`src/rtl/coherence_bus_arbiter.sv`:
```
// Snoopy MSI bus arbiter for CPUS caches sharing one RAM port. Data misses and
// write-backs are granted round-robin, and a Modified owner forwards the block cache-to-cache.
`timescale 1ns/1ps
module coherence_bus_arbiter #(
    parameter int CPUS        = 2,
    parameter int AW          = 32,
    parameter int DW          = 32,
    parameter int BLOCK_WORDS = 2
) (
    input  logic               CLK,
    input  logic               nRST,
    input  logic [CPUS-1:0]    halted,
    input  logic [CPUS-1:0]    iREN,
    input  logic [CPUS*AW-1:0] iaddr,
    output logic [CPUS-1:0]    iwait,
    output logic [CPUS*DW-1:0] iload,
    input  logic [CPUS-1:0]    dREN,
    input  logic [CPUS-1:0]    dWEN,
    input  logic [CPUS*AW-1:0] daddr,
    input  logic [CPUS*DW-1:0] dstore,
    output logic [CPUS-1:0]    dwait,
    output logic [CPUS*DW-1:0] dload,
    input  logic [CPUS-1:0]    cctrans,
    input  logic [CPUS-1:0]    ccwrite,
    input  logic [CPUS-1:0]    cchit,
    output logic [CPUS-1:0]    ccwait,
    output logic [CPUS-1:0]    ccinv,
    output logic [CPUS*AW-1:0] ccsnoopaddr,
    output logic               ramREN,
    output logic               ramWEN,
    output logic [AW-1:0]      ramaddr,
    output logic [DW-1:0]      ramstore,
    input  logic [DW-1:0]      ramload,
    input  logic               ramready
);
    localparam int PW = $clog2(CPUS);
    localparam int CW = (BLOCK_WORDS > 1) ? $clog2(BLOCK_WORDS) : 1;
    localparam logic [CW-1:0] LAST_WORD = CW'(BLOCK_WORDS - 1);
    localparam logic [PW-1:0] PTR_RST   = PW'(CPUS - 1);

    typedef enum logic [2:0] {
        IDLE   = 3'd0,
        ARB    = 3'd1,
        SNOOP  = 3'd2,
        WB     = 3'd3,
        MEM    = 3'd4,
        C2C    = 3'd5,
        IFETCH = 3'd6
    } state_t;

    function automatic logic [CPUS-1:0] onehot(input logic [PW-1:0] idx);
        return {{(CPUS-1){1'b0}}, 1'b1} << idx;
    endfunction

    // Returns {found, index} of the first set bit strictly after ptr, wrapping; ptr itself is last.
    function automatic logic [PW:0] rr_pick(input logic [CPUS-1:0] req, input logic [PW-1:0] ptr);
        logic [PW:0]     res;
        logic [CPUS-1:0] sh;
        int              idx;
        res = {(PW+1){1'b0}};
        for (int k = CPUS; k >= 1; k--) begin
            idx = (int'(ptr) + k >= CPUS) ? int'(ptr) + k - CPUS : int'(ptr) + k;
            sh  = req >> idx;
            res = sh[0] ? {1'b1, idx[PW-1:0]} : res;
        end
        return res;
    endfunction

    function automatic logic [PW:0] low_pick(input logic [CPUS-1:0] req);
        logic [PW:0]     res;
        logic [CPUS-1:0] sh;
        res = {(PW+1){1'b0}};
        for (int k = CPUS - 1; k >= 0; k--) begin
            sh  = req >> k;
            res = sh[0] ? {1'b1, PW'(k)} : res;
        end
        return res;
    endfunction

    state_t          state_r, state_s;
    logic [CW-1:0]   cnt_r, cnt_s;
    logic [PW-1:0]   drr_r, drr_s, irr_r, irr_s;
    logic [PW-1:0]   gnt_r, gnt_s, own_r, own_s;
    logic [CPUS-1:0] peer_r, peer_s;
    logic            inv_r, inv_s;

    logic [AW-1:0]   daddr_a  [CPUS];
    logic [DW-1:0]   dstore_a [CPUS];
    logic [AW-1:0]   iaddr_a  [CPUS];
    logic [CPUS-1:0] d_elig_s, i_elig_s, gnt_oh_s, own_oh_s, peer_set_s;
    logic [PW:0]     d_pick_s, i_pick_s, hit_pick_s;
    logic [AW-1:0]   gnt_addr_s, gnt_iaddr_s;
    logic [DW-1:0]   gnt_store_s, own_store_s;
    logic            g_write_s, req_ok_s, fwd_s;

    for (genvar j = 0; j < CPUS; j++) begin : g_core
        assign daddr_a[j]  = daddr[j*AW +: AW];
        assign dstore_a[j] = dstore[j*DW +: DW];
        assign iaddr_a[j]  = iaddr[j*AW +: AW];
        assign dload[j*DW +: DW]       = (fwd_s && gnt_oh_s[j]) ? own_store_s : ramload;
        assign iload[j*DW +: DW]       = ramload;
        assign ccsnoopaddr[j*AW +: AW] = ccwait[j] ? gnt_addr_s : {AW{1'b0}};
    end

    assign d_elig_s    = (dREN | dWEN) & ~halted;
    assign i_elig_s    = iREN & ~halted;
    assign d_pick_s    = rr_pick(d_elig_s, drr_r);
    assign i_pick_s    = rr_pick(i_elig_s, irr_r);
    assign gnt_oh_s    = onehot(gnt_r);
    assign own_oh_s    = onehot(own_r);
    assign peer_set_s  = ~halted & ~gnt_oh_s;
    assign hit_pick_s  = low_pick(cchit & peer_set_s);
    assign gnt_addr_s  = daddr_a[gnt_r];
    assign gnt_iaddr_s = iaddr_a[gnt_r];
    assign gnt_store_s = dstore_a[gnt_r];
    assign own_store_s = dstore_a[own_r];
    assign g_write_s   = |(gnt_oh_s & cctrans & ccwrite);
    assign fwd_s       = (state_r == C2C);

    // Granted request still present (a halt or dropped request abandons the transaction).
    always_comb begin
        req_ok_s = 1'b0;
        case (state_r)
            WB:              req_ok_s = |(gnt_oh_s & dWEN & ~halted);
            SNOOP, MEM, C2C: req_ok_s = |(gnt_oh_s & dREN & ~halted);
            IFETCH:          req_ok_s = |(gnt_oh_s & iREN & ~halted);
            default:         req_ok_s = 1'b0;
        endcase
    end

    // Next-state and bus outputs.
    always_comb begin
        state_s  = state_r;
        cnt_s    = cnt_r;
        drr_s    = drr_r;
        irr_s    = irr_r;
        gnt_s    = gnt_r;
        own_s    = own_r;
        peer_s   = peer_r;
        inv_s    = inv_r;
        iwait    = {CPUS{1'b1}};
        dwait    = {CPUS{1'b1}};
        ccwait   = {CPUS{1'b0}};
        ccinv    = {CPUS{1'b0}};
        ramREN   = 1'b0;
        ramWEN   = 1'b0;
        ramaddr  = {AW{1'b0}};
        ramstore = {DW{1'b0}};
        case (state_r)
            IDLE: begin
                if (|d_elig_s) begin
                    state_s = ARB;
                end else if (i_pick_s[PW]) begin
                    gnt_s   = i_pick_s[PW-1:0];
                    state_s = IFETCH;
                end else begin
                    state_s = IDLE;
                end
            end
            ARB: begin
                if (d_pick_s[PW]) begin
                    gnt_s   = d_pick_s[PW-1:0];
                    cnt_s   = {CW{1'b0}};
                    state_s = (|(onehot(d_pick_s[PW-1:0]) & dWEN & ~halted)) ? WB : SNOOP;
                end else begin
                    state_s = IDLE;
                end
            end
            SNOOP: begin
                ccwait = peer_set_s;
                ccinv  = g_write_s ? peer_set_s : {CPUS{1'b0}};
                peer_s = peer_set_s;
                inv_s  = g_write_s;
                if (!req_ok_s) begin
                    state_s = IDLE;
                end else if (hit_pick_s[PW]) begin
                    own_s   = hit_pick_s[PW-1:0];
                    state_s = C2C;
                end else begin
                    state_s = MEM;
                end
            end
            WB, MEM, C2C: begin
                ramaddr = gnt_addr_s;
                if (state_r == WB) begin
                    ramWEN   = req_ok_s;
                    ramstore = gnt_store_s;
                end else if (state_r == MEM) begin
                    ccwait = peer_r;
                    ramREN = req_ok_s;
                end else begin
                    // Owner's data goes to the requester and to RAM in the same beat.
                    ccwait   = peer_r;
                    ccinv    = inv_r ? own_oh_s : {CPUS{1'b0}};
                    ramWEN   = req_ok_s;
                    ramstore = own_store_s;
                end
                if (!req_ok_s) begin
                    cnt_s   = {CW{1'b0}};
                    state_s = IDLE;
                end else if (ramready) begin
                    dwait = fwd_s ? ~(gnt_oh_s | own_oh_s) : ~gnt_oh_s;
                    if (cnt_r == LAST_WORD) begin
                        cnt_s   = {CW{1'b0}};
                        drr_s   = gnt_r;
                        state_s = IDLE;
                    end else begin
                        cnt_s = cnt_r + CW'(1);
                    end
                end else begin
                    state_s = state_r;
                end
            end
            IFETCH: begin
                ramREN  = req_ok_s;
                ramaddr = gnt_iaddr_s;
                if (!req_ok_s) begin
                    state_s = IDLE;
                end else if (ramready) begin
                    iwait   = ~gnt_oh_s;
                    irr_s   = gnt_r;
                    state_s = IDLE;
                end else begin
                    state_s = IFETCH;
                end
            end
            default: state_s = IDLE;
        endcase
    end

    // State and bookkeeping registers.
    always_ff @(posedge CLK or negedge nRST) begin
        if (!nRST) begin
            state_r <= IDLE;
            cnt_r   <= {CW{1'b0}};
            drr_r   <= PTR_RST;
            irr_r   <= PTR_RST;
            gnt_r   <= {PW{1'b0}};
            own_r   <= {PW{1'b0}};
            peer_r  <= {CPUS{1'b0}};
            inv_r   <= 1'b0;
        end else begin
            state_r <= state_s;
            cnt_r   <= cnt_s;
            drr_r   <= drr_s;
            irr_r   <= irr_s;
            gnt_r   <= gnt_s;
            own_r   <= own_s;
            peer_r  <= peer_s;
            inv_r   <= inv_s;
        end
    end
endmodule

```
`config.mk`:
```
export PLATFORM = sky130hd
export DESIGN_NAME = coherence_bus_arbiter
export DESIGN_NICKNAME = d
export VERILOG_FILES = /design/src/rtl/coherence_bus_arbiter.sv
export SDC_FILE = /design/constraint.sdc
export NUM_CORES = 1
export LEC_CHECK = 0
export BUFFER_PORTS_ARGS = -buffer_cell sky130_fd_sc_hd__clkbuf_2
export CAP_MARGIN = 20
export CORE_AREA = 2 2 200 202
export DETAILED_ROUTE_END_ITERATION = 10
export DIE_AREA = 0 0 202 204
export HOLD_SLACK_MARGIN = 0.02
export PLACE_DENSITY = 0.34
export SLEW_MARGIN = 20
export SYNTH_ARGS = -nofsm -noshare
export SYNTH_HDL_FRONTEND = slang
export SYNTH_SLANG_ARGS = --single-unit
```
`constraint.sdc`:
```
create_clock -name CLK -period 2 [get_ports CLK]
set_clock_uncertainty 0.1 [all_clocks]
set_input_delay 0.4 -clock CLK [delete_from_list [all_inputs] [get_ports CLK]]
set_output_delay 0.4 -clock CLK [all_outputs]
set_load 0.02 [all_outputs]
```
# Word level (Yosys, flattened, before mapping)
# Cells that the tools add are included.
# totals
register_bits	11
inputBits	241
output_inout_bits	266
elab_cells	153
# classes
n_addsub	9
n_lt_le_gt_ge	6
eq_ne	11
shift	7
mux	72
n_bitwise	21
reduce_logical	19
# ops
cell	n
$mux 32	23
$ge 32x3->1 const B	4
$shr 2x32->1	4
$sub 32x3->32 const B	4
$pmux 32 s2	1
$mux 2	19
$and 2x2->2	14
$mux 3	8
$pmux 3 s5	1
$mux 1	14
$reduce_or 2->1	6
$eq 3x3->1 const B	3
$reduce_and 3->1	3
$pmux 2 s2	2
$reduce_and 4->1	2
$add 1x2->3 const B	2
$eq 3x2->1 const B	2
$ne 2x2->1 const B	3
$ne 3x3->1 const B	2
$not 2->2	3
$pmux 1 s2	3
$reduce_or 3->1	2
$shl 1x1->2 const A	3
$add 1x1->2 const B	2
10 further kinds	15

# Depth between registers and ports, before layout
# Gate-level depths: netlist (run 1).
# depth
word_depth	13
depth_mapped	8
mapped_depth_nobuf	5

# Least setup slack after synthesis (run 1)
# Ideal clock, no wire load.
# synth_path
path_type	register -> output
startpoint	reg state_r[1]
endpoint	out dload[35]
arrival_time_ps	1714
required_time_ps	1500
setup_slack_ps	-214
stages_incl_launch_ff	6
path_buffers	1
cell_sequence	dfrtp_1 > and2b_4 > and2_1 > nand2_1 > clkbuf_1 > o21ai_0
# synth_via
elab_chain_cells	3
# synth_rtl
element	line_no	text
start: declaration	80	state_t state_r, state_s;
start signal: assignment	243	state_r <= state_s;
$eq 3x3->1	118	assign fwd_s = (state_r == C2C);
$logic_and 1x1->1	100	assign dload[j*DW +: DW] = (fwd_s && gnt_oh_s[j]) ? own_store_s : ramload;
$mux 32	100	
end: declaration	22	output logic [CPUS*DW-1:0] dload,
# No other way between the ends.

# Worst setup path after layout (run 1)
# layout_path
startpoint	reg state_r[0]
endpoint	out ramstore[0]
# layout_via
elab_chain_cells	4
word_cells_on_any_way	7
classes_between	eq/ne: 3; mux: 3; reduce/logical: 1
# layout_rtl
element	line_no	text
$eq 3x3->1	149, 188	
$mux 32	188	end else if (state_r == MEM) begin
$mux 32	185	if (state_r == WB) begin
$mux 32 *	149	case (state_r)
end: declaration	32	output logic [DW-1:0] ramstore,
# Every way passes the cells marked *; elsewhere a longest branch is shown, timed or not.

==> results of run 1 <==
## state kept, by name, summed over array words and instances (netlist names)
name and cells:
peer_r 2, irr_r 1, drr_r 1, state_r 3
cnt_r 1, gnt_r 1, inv_r 1, own_r 1
## synthesized netlist by cell type, types with 2 or more instances
| library cell | count | area share, % |
|---|---|---|
| a221oi_2 | 2 | 0.73 |
| nor3b_1 | 5 | 0.91 |
| buf_6 | 7 | 1.9 |
| o21ba_2 | 2 | 0.49 |
| inv_1 | 6 | 0.55 |
| mux2i_1 | 96 | 23 |
| o22ai_1 | 36 | 5.5 |
| buf_4 | 71 | 13 |
| o21ai_0 | 19 | 2.3 |
| inv_2 | 3 | 0.27 |
| nand2b_4 | 3 | 1.0 |
| nand4_1 | 2 | 0.30 |
| a21o_1 | 2 | 0.36 |
| nor2_1 | 135 | 12 |
| buf_1 | 2 | 0.18 |
| dfrtp_1 | 9 | 5.5 |
| a21oi_1 | 41 | 5.0 |
| clkbuf_2 | 2 | 0.24 |
| o21ai_1 | 16 | 1.9 |
| dfstp_2 | 2 | 1.3 |
| nand3_1 | 3 | 0.36 |
| and2_1 | 2 | 0.30 |
| a22oi_1 | 32 | 5.8 |
| a31oi_1 | 3 | 0.46 |
| nor3_4 | 2 | 0.79 |
| a21oi_2 | 2 | 0.43 |
| and3b_1 | 2 | 0.43 |
| nand2_1 | 44 | 4.0 |
| buf_2 | 27 | 3.3 |
| clkbuf_1 | 9 | 0.82 |
| and3_1 | 2 | 0.30 |
| or3_1 | 5 | 0.76 |
## per-stage QoR
step	setup WS [ps]	hold WS [ps]	TNS [ps]	area, um2
2_1_floorplan	-101	4.41	-9660	4760
3_3_place_gp	-429	237	-49080	8690
3_5_place_dp	-400	226	-50520	8690
4_1_cts	-539	303	-89260	11800
5_1_grt	-611	310	-99040	12500
6_report	-521	292	-83900	12500
## cell type report
type,count,area share (%)
Antenna cell,3,0.0602
Clock buffer,4,0.633
Inverter,9,0.311
Multi-Input combinational cell,479,38.7
Sequential cell,11,2.29
Tap cell,525,5.27
Timing Repair Buffer,723,52.8
## what timing repair did
action,4_1_cts,5_1_grt
setup endpoints to repair,205,209
pin swaps,76,61
endpoints found under the hold margin,9,0
cloned,16,2
buffers inserted,33,15
hold buffers,1,0
resized for setup,553,244
## cells by family after synthesis
family | Yosys count | synth area share [%]
xor+xnor | 1 | 0.213
mux | 99 | 24.2
buf+inv | 127 | 20.2
simple gates | 211 | 22.6
flops | 11 | 6.74
compound gates | 168 | 26.0
## worst max-delay path, stage by stage, from the launching register on
cell and delay [ps]:
dfrtp_2 450, and3b_2 290, a221oi_4 300, buf_12 190
buf_4 140, a22oi_2 60, nor2_2 160, clkbuf_8 170
## power groups by stage
stage / Clock [mW] / Sequential, mW / Combinational (mW)
6_report: 0.377 / 0.410 / 10.5
5_1_grt: 0.393 / 0.423 / 11.0
4_1_cts: 0.384 / 0.403 / 9.97
3_5_place_dp: 0 / 0.410 / 7.41
3_3_place_gp: 0 / 0.412 / 7.45
2_1_floorplan: 0 / 0.333 / 4.23
## metal layers
| metal | up-vias | global-route usage, % | share of wire [%] |
|---|---|---|---|
| li1 | 3374 | - | - |
| met1 | 3444 | 16.6 | 37 |
| met2 | 401 | 29.7 | 52 |
| met3 | 47 | 3.03 | 6.9 |
| met4 | 2 | 5.65 | 3.7 |
| met5 | - | 0 | 0.039 |
## worst max-delay path by stage
stage / from / to / slack (ps) / cells after the start
global route: state_r[0] / ramstore[17] / -610 / 7
detailed placement: state_r[2] / ramstore[16] / -400 / 7
CTS: state_r[0] / ramstore[0] / -540 / 7
floorplan: state_r[2] / ccsnoopaddr[42] / -100 / 7
global placement: state_r[2] / ramstore[16] / -430 / 7
finish: state_r[0] / ramstore[0] / -520 / 7
==> results.py, run 1 <==
metrics = {
    "place": {
        "gp_congestion": 0.891,
        "dp_hpwl_um": 26100,
        "place_inst": 1695,
        "portBuffers": 506,
    },
    "floorplanning": {
        "placementRows": 73,
        "dieArea_um2": 41200,
        "die_w_um": 202,
        "fp.coreArea_um2": 39200,
        "io_pins": 507,
        "die_y_um": 204,
        "initial_core_util_pct": 10.5,
    },
    "global_route": {
        "grt_max_degree": 34,
        "track_usage_pct": 15.4,
        "grt_pass1_wl_um": 48200,
        "first_global_vias": 7604,
        "antenna_found_initial": 4,
        "overflow": 0,
    },
    "worst_setup_path": {
        "cp.arrival_ps": 2020,
        "rr_endpoint": "drr_r",
        "worstSetupPathType": "flip-flop to output port",
        "critical_path_required_ps": 1500,
        "end_kind": "output port",
        "worstRegToRegCells": 8,
        "rr_startpoint": "gnt_r",
        "reg2reg_slack_ps": -60,
        "critPathLaunchType": "flip-flop",
        "worst-path-max-fanout": 8,
    },
    "power_and_ir_drop": {
        "vdd_drop_max_v": 0.000398,
        "total_power_mw": 11.2,
        "clkPwrFrac_pct": 3.3,
        "power_density_nw_per_um2": 903,
        "intPower_mw": 5.79,
        "power_frac_comb_pct": 93.0,
        "p_switching_mw": 5.46,
        "p_leak_nw": 5.74,
        "p_seq_share_pct": 3.6,
        "switching_share_pct": 48.5,
    },
    "sta": {
        "fin_crit_sh_pct": 126,
        "hold_viol": 0,
        "fmax_mhz": 397,
        "setup_slack_ps": -521,
        "setup_viol": 204,
        "period_minus_slack_ps": 2520,
        "rsz0062_at_grt": "yes",
        "finalMaxSlewViolations": 0,
        "slew_headroom_pct": 61.4,
        "worst_slew_pin_slew_ps": 568,
    },
    "logic_synthesis": {
        "synthCells": 617,
        "syn_area_um2": 4120,
        "synth_seq_area_share_pct": 6.74,
        "synth_ff_type": "dfrtp_1",
        "yosysUniqueCellTypes": 55,
        "synthArstFlopShare_pct": 100,
        "ys_seq_elements": 11,
        "synth_edf_count": 0,
        "syn-num-nets": 858,
        "yosysWarnings": 0,
        "synth_area_per_cell_um2": 6.68,
    },
    "cts": {
        "cts_sinks": 11,
        "insertion_delay_ps": 240,
        "clkTransAtPathRegs_ps": 40,
        "h-tree-depth": 1,
        "clockBufferDepth": 2,
        "numCtsBuffers": 3,
        "cts_tree": "done",
        "cts_root_buf": "clkbuf_16",
    },
    "route": {
        "drtIter0Drc": 255,
        "totalWireLength_um": 33800,
        "drt-vias-per-instance": 4.14,
        "dr.pass1.iters": 4,
        "avgRoutedWirePerCell_um": 19.3,
        "vias": 7268,
        "final_antenna_net_count": 0,
        "drc": 0,
    },
    "hold_path": {
        "hold_depth": 2,
        "holdPathEnd": "own_r",
        "min_from": "cchit[0]",
        "hold_path_class": "primary input to flip-flop",
    },
    "cells_and_area": {
        "mostFrequentLayoutCells": "clkbuf_2 (318), buf_4 (139), clkbuf_8 (89)",
        "seq_area_um2": 285,
        "drive_gt1_share_pct": 85.2,
        "syn_to_final_growth_pct": 202,
        "nets": 1468,
        "nFillCells": 4128,
        "multi_input_area_um2": 4820,
        "fin_util_pct": 31.8,
        "stdcell_count": 1754,
        "layout_commonest_cell": "clkbuf_2",
    },
    "run": {
        "maxCapViolations": 0,
    },
    "run_status": {
        "violations": "negative setup slack",
        "outcome": "finished with violations",
    },
}
(Power assumes the default switching activity.)
==> run 2, diff against run 1 <==
==> constraint.sdc (replaced) <==
create_clock -name CLK -period 2 [get_ports CLK]
set_clock_uncertainty 0.1 [all_clocks]
set_input_delay 0.2 -clock CLK [delete_from_list [all_inputs] [get_ports CLK]]
set_output_delay 0.2 -clock CLK [all_outputs]
set_load 0.02 [all_outputs]
==> results.py, run 2 (synthesis gave the netlist of run 1 again) <==
metrics = {
    "run_status": {
        "outcome": "finished with violations",
        "violations": "negative setup slack",
    },
    "cells_and_area": {
        "fin_util_pct": 31.0,
        "drive_gt1_share_pct": 84.6,
        "largest_register_ffs": 3,
        "seq_area_um2": 285,
        "top_register": "state_r",
        "final_cell_area_um2": 12200,
        "multi_input_area_um2": 5110,
        "top_regs": "state_r (3), peer_r (2)",
        "layout_commonest_cell": "clkbuf_2",
        "syn_to_final_growth_pct": 195,
        "stdcell_count": 1723,
        "nFillCells": 4037,
        "mostFrequentLayoutCells": "clkbuf_2 (304), buf_4 (166), buf_6 (125)",
        "nets": 1440,
        "antenna_cells": 0,
    },
    "route": {
        "dr.pass1.iters": 4,
        "drt-vias-per-instance": 4.19,
        "drtIter0Drc": 267,
        "drc": 0,
        "totalWireLength_um": 35600,
        "final_antenna_net_count": 0,
        "vias": 7224,
        "avgRoutedWirePerCell_um": 20.6,
    },
    "power_and_ir_drop": {
        "vdd_drop_max_v": 0.000467,
        "p_leak_nw": 5.51,
        "total_power_mw": 11.6,
        "power_frac_comb_pct": 93.0,
        "power_density_nw_per_um2": 957,
        "p_switching_mw": 5.68,
        "switching_share_pct": 48.8,
        "p_seq_share_pct": 3.8,
        "clkPwrFrac_pct": 3.2,
        "intPower_mw": 5.96,
    },
    "sta": {
        "fmax_mhz": 419,
        "setup_viol": 208,
        "slew_headroom_pct": 64.4,
        "period_minus_slack_ps": 2390,
        "setup_slack_ps": -386,
        "worst_slew_pin_slew_ps": 519,
        "fin_crit_sh_pct": 119,
        "hold_viol": 0,
        "finalMaxSlewViolations": 0,
        "rsz0062_at_grt": "yes",
    },
    "global_route": {
        "overflow": 0,
        "track_usage_pct": 14.0,
        "grt_max_degree": 33,
        "antenna_found_initial": 0,
        "grt_pass1_wl_um": 43900,
        "first_global_vias": 6934,
    },
    "cts": {
        "cts_tree": "done",
        "clockBufferDepth": 2,
        "cts_root_buf": "clkbuf_16",
        "cts_sinks": 11,
        "insertion_delay_ps": 240,
        "numCtsBuffers": 3,
        "h-tree-depth": 1,
        "clkTransAtPathRegs_ps": 40,
    },
    "floorplanning": {
        "die_w_um": 202,
        "fp.coreArea_um2": 39200,
        "dieArea_um2": 41200,
        "placementRows": 73,
        "io_pins": 507,
        "initial_core_util_pct": 10.5,
        "die_y_um": 204,
    },
    "place": {
        "gp_congestion": 0.887,
        "dp_hpwl_um": 22900,
        "placed_area_um2": 7500,
        "place_inst": 1632,
        "portBuffers": 506,
    },
    "worst_setup_path": {
        "critPathLaunchType": "flip-flop",
        "critical_path_required_ps": 1700,
        "cp.arrival_ps": 2090,
        "worst-path-max-fanout": 8,
        "end_kind": "output port",
        "worstSetupPathType": "flip-flop to output port",
    },
    "run": {
        "maxCapViolations": 0,
    },
    "hold_path": {
        "hold_path_class": "primary input to flip-flop",
    },
}
-- run 2: repair_timing --
item | in CTS | in global routing
resized for setup | 321 | 747
hold endpoints to repair | 9 | 0
cloned | 15 | 14
pin swaps | 65 | 111
hold buffers | 1 | 0
setup endpoints to repair | 204 | 207
setup buffers | 25 | 40
-- run 2: area by class of cell --
cell class	instances	area share, %
Multi-Input combinational cell	482	42.0
Timing Repair Buffer	692	49.1
Sequential cell	11	2.35
Clock buffer	4	0.648
Tap cell	525	5.40
Inverter	9	0.422
-- run 2: layer usage --
layer	routed length (um)	vias to the layer above	GRT usage, %
li1	-	3332	-
met1	13100	3454	16.1
met2	19500	392	26.6
met3	2070	46	1.96
met4	874	0	3.78
met5	0	-	0
-- run 2: critical path: stages, from the launching register on --
cell     delay [ps]
dfrtp_2         450
buf_6           140
or3_4           370
nor3_4          290
buf_6           180
a21oi_4          80
nor2_1          170
buf_4           160
-- run 2: metrics by stage --
step	TNS (ps)	hold WS (ps)	setup WS (ps)
finish	-51400	88.1	-386
global route	-68010	112	-481
floorplan	-115	-196	-14.5
CTS	-47470	94.4	-344
global placement	-15690	17.7	-268
detailed placement	-18300	14.3	-237
-- run 2: power by group through the flow --
stage	Combinational (mW)	Clock [mW]	Sequential, mW
CTS	8.45	0.377	0.447
global placement	6.50	0	0.402
floorplan	3.69	0	0.333
global route	11.4	0.390	0.459
finish	10.8	0.372	0.444
detailed placement	6.44	0	0.404
-- run 2: path summary, 6_finish.rpt --
path,start,to,slack [ps],cells after the start
max,state_r[2],ccsnoopaddr[18],-390,7
min,cchit[0],own_r,90,2
max reg2reg,state_r[2],drr_r,-200,9
min reg2reg,inv_r,inv_r,390,2
max in group asynchronous,nRST,drr_r,1220,2
min in group asynchronous,nRST,gnt_r,290,2
==> run 3, diff against run 2 <==
Settings changed: GPL_TIMING_DRIVEN from default to 0.
==> results.py, run 3 (synthesis gave the netlist of run 1 again) <==
metrics = {
    "run_status": {
        "outcome": "finished with violations",
        "violations": "negative setup slack",
    },
    "worst_setup_path": {
        "worstSetupPathType": "flip-flop to output port",
        "worstRegToRegCells": 7,
        "critPathLaunchType": "flip-flop",
        "critPathLaunch": "state_r[1]",
        "cp_slowest_cell": "dfrtp_1",
        "rr_startpoint": "gnt_r",
        "critical_path_required_ps": 1700,
        "cp_common_cell": "buf_12",
        "max_stage_delay_ps": 400,
        "end_kind": "output port",
        "crit_chain": "buf_4 -> and3b_2 -> a221oi_4 -> buf_12 -> buf_12 -> a22oi_2 -> nor2_2 -> clkbuf_8",
        "worst-path-max-fanout": 6,
        "cp.arrival_ps": 2130,
    },
    "cells_and_area": {
        "top_register": "state_r",
        "largest_register_ffs": 3,
        "top_regs": "state_r (3), peer_r (2)",
        "drive_gt1_share_pct": 81.7,
        "multi_input_area_um2": 4920,
        "syn_to_final_growth_pct": 194,
        "nets": 1450,
        "layout_commonest_cell": "clkbuf_2",
        "nFillCells": 4146,
        "mostFrequentLayoutCells": "clkbuf_2 (305), buf_4 (164), nor2_1 (78)",
        "stdcell_count": 1735,
        "seq_area_um2": 279,
        "fin_util_pct": 30.9,
    },
    "global_route": {
        "first_global_vias": 7281,
        "track_usage_pct": 16.1,
        "grt_max_degree": 12,
        "antenna_found_initial": 2,
        "grt_pass1_wl_um": 50000,
        "overflow": 0,
    },
    "place": {
        "gp_congestion": 0.847,
        "dp_hpwl_um": 27300,
        "portBuffers": 505,
        "place_inst": 1647,
    },
    "route": {
        "vias": 7104,
        "drtIter0Drc": 204,
        "drt-vias-per-instance": 4.09,
        "final_antenna_net_count": 0,
        "avgRoutedWirePerCell_um": 20.7,
        "totalWireLength_um": 36000,
        "drc": 0,
        "dr.pass1.iters": 4,
    },
    "floorplanning": {
        "dieArea_um2": 41200,
        "io_pins": 507,
        "die_y_um": 204,
        "fp.coreArea_um2": 39200,
        "initial_core_util_pct": 10.5,
        "placementRows": 73,
        "die_w_um": 202,
    },
    "hold_path": {
        "min_from": "cchit[0]",
        "hold_depth": 2,
        "hold_path_class": "primary input to flip-flop",
    },
    "sta": {
        "worst_slew_pin_slew_ps": 606,
        "hold_viol": 0,
        "finalMaxSlewViolations": 0,
        "slew_headroom_pct": 58.5,
        "setup_slack_ps": -432,
        "setup_viol": 202,
        "fmax_mhz": 411,
        "fin_crit_sh_pct": 122,
        "period_minus_slack_ps": 2430,
        "rsz0062_at_grt": "yes",
    },
    "cts": {
        "numCtsBuffers": 3,
        "insertion_delay_ps": 240,
        "cts_sinks": 11,
        "cts_tree": "done",
        "h-tree-depth": 1,
        "cts_root_buf": "clkbuf_16",
        "clkTransAtPathRegs_ps": 50,
        "clockBufferDepth": 2,
    },
    "power_and_ir_drop": {
        "total_power_mw": 11.0,
        "p_leak_nw": 5.56,
        "vdd_drop_max_v": 0.000494,
        "power_density_nw_per_um2": 910,
    },
    "run": {
        "maxCapViolations": 0,
    },
}
==> run 3: changes by cell type in the layout (fill, tap and decap cells not counted), moves of 12 or more <==
cell,before,now
clkbuf_4,0,12
o22ai_4,21,34
buf_6,125,71
a21oi_2,28,16
nor2_1,60,78
o21ai_4,22,7
o21ai_2,8,24
clkbuf_8,7,49
==> run 3: metal layers <==
layer,wire [um],vias to the layer above,track usage (%)
li1,-,3336,-
met1,13700,3384,18.7
met2,19600,363,31.7
met3,2220,21,2.47
met4,402,0,1.60
met5,0,-,0
==> run 3: area by class of cell <==
type                    instances  area share (%)
repair buffers                587            40.0
plain buffers                 117            10.6
inverters                       9           0.320
flip-flops and latches         11            2.30
clock buffers                   4           0.650
diodes                          2          0.0413
multi-input cells             480            40.6
well taps                     525            5.42
==> run 3: worst max-delay path, delay by kind of cell (launching register included) <==
| family | cells | cell delay [ps] |
|---|---|---|
| and+or+nand+nor | 2 | 470 |
| buffers and inverters | 4 | 640 |
| DFF | 1 | 400 |
| AOI/OAI and AO/OA | 2 | 360 |
==> run 3: final timing paths <==
check,end,slack [ps]
setup reg to reg,drr_r,30
setup / recovery,ramstore[18],-430
hold / removal,own_r,90
max in group asynchronous,drr_r,1200
hold reg to reg,inv_r,380
min in group asynchronous,state_r[2],300
==> run 3: timing repair <==
item                       in CTS  in global routing
buffers inserted               43                 21
setup endpoints to repair     202                205
cloned                         18                  7
hold endpoints to repair        9                  0
resized for setup             660                405
hold buffers                    1                  0
pin swaps                      69                 71
==> run 3: metrics by stage <==
stage                     hold slack, ps  cell area [um2]  setup WS [ps]  TNS (ps)
final                               91.2            12100           -432    -53270
after global routing                 110            12100           -474    -67630
after CTS                           94.3            10800           -413    -60080
after detailed placement            22.7             7300           -790    -91320
after global placement              18.8             7300           -793    -91340
after floorplan                     -196             4120          -14.5      -115
==> run 3: report_power, final <==
part / internal (mW) / leakage (nW) / switching, mW / total, mW
clock: 0.269 / 0.0382 / 0.114 / 0.383
combinational: 4.89 / 5.39 / 5.40 / 10.3
sequential: 0.296 / 0.136 / 0.0597 / 0.356
total: 5.46 / 5.56 / 5.57 / 11.0
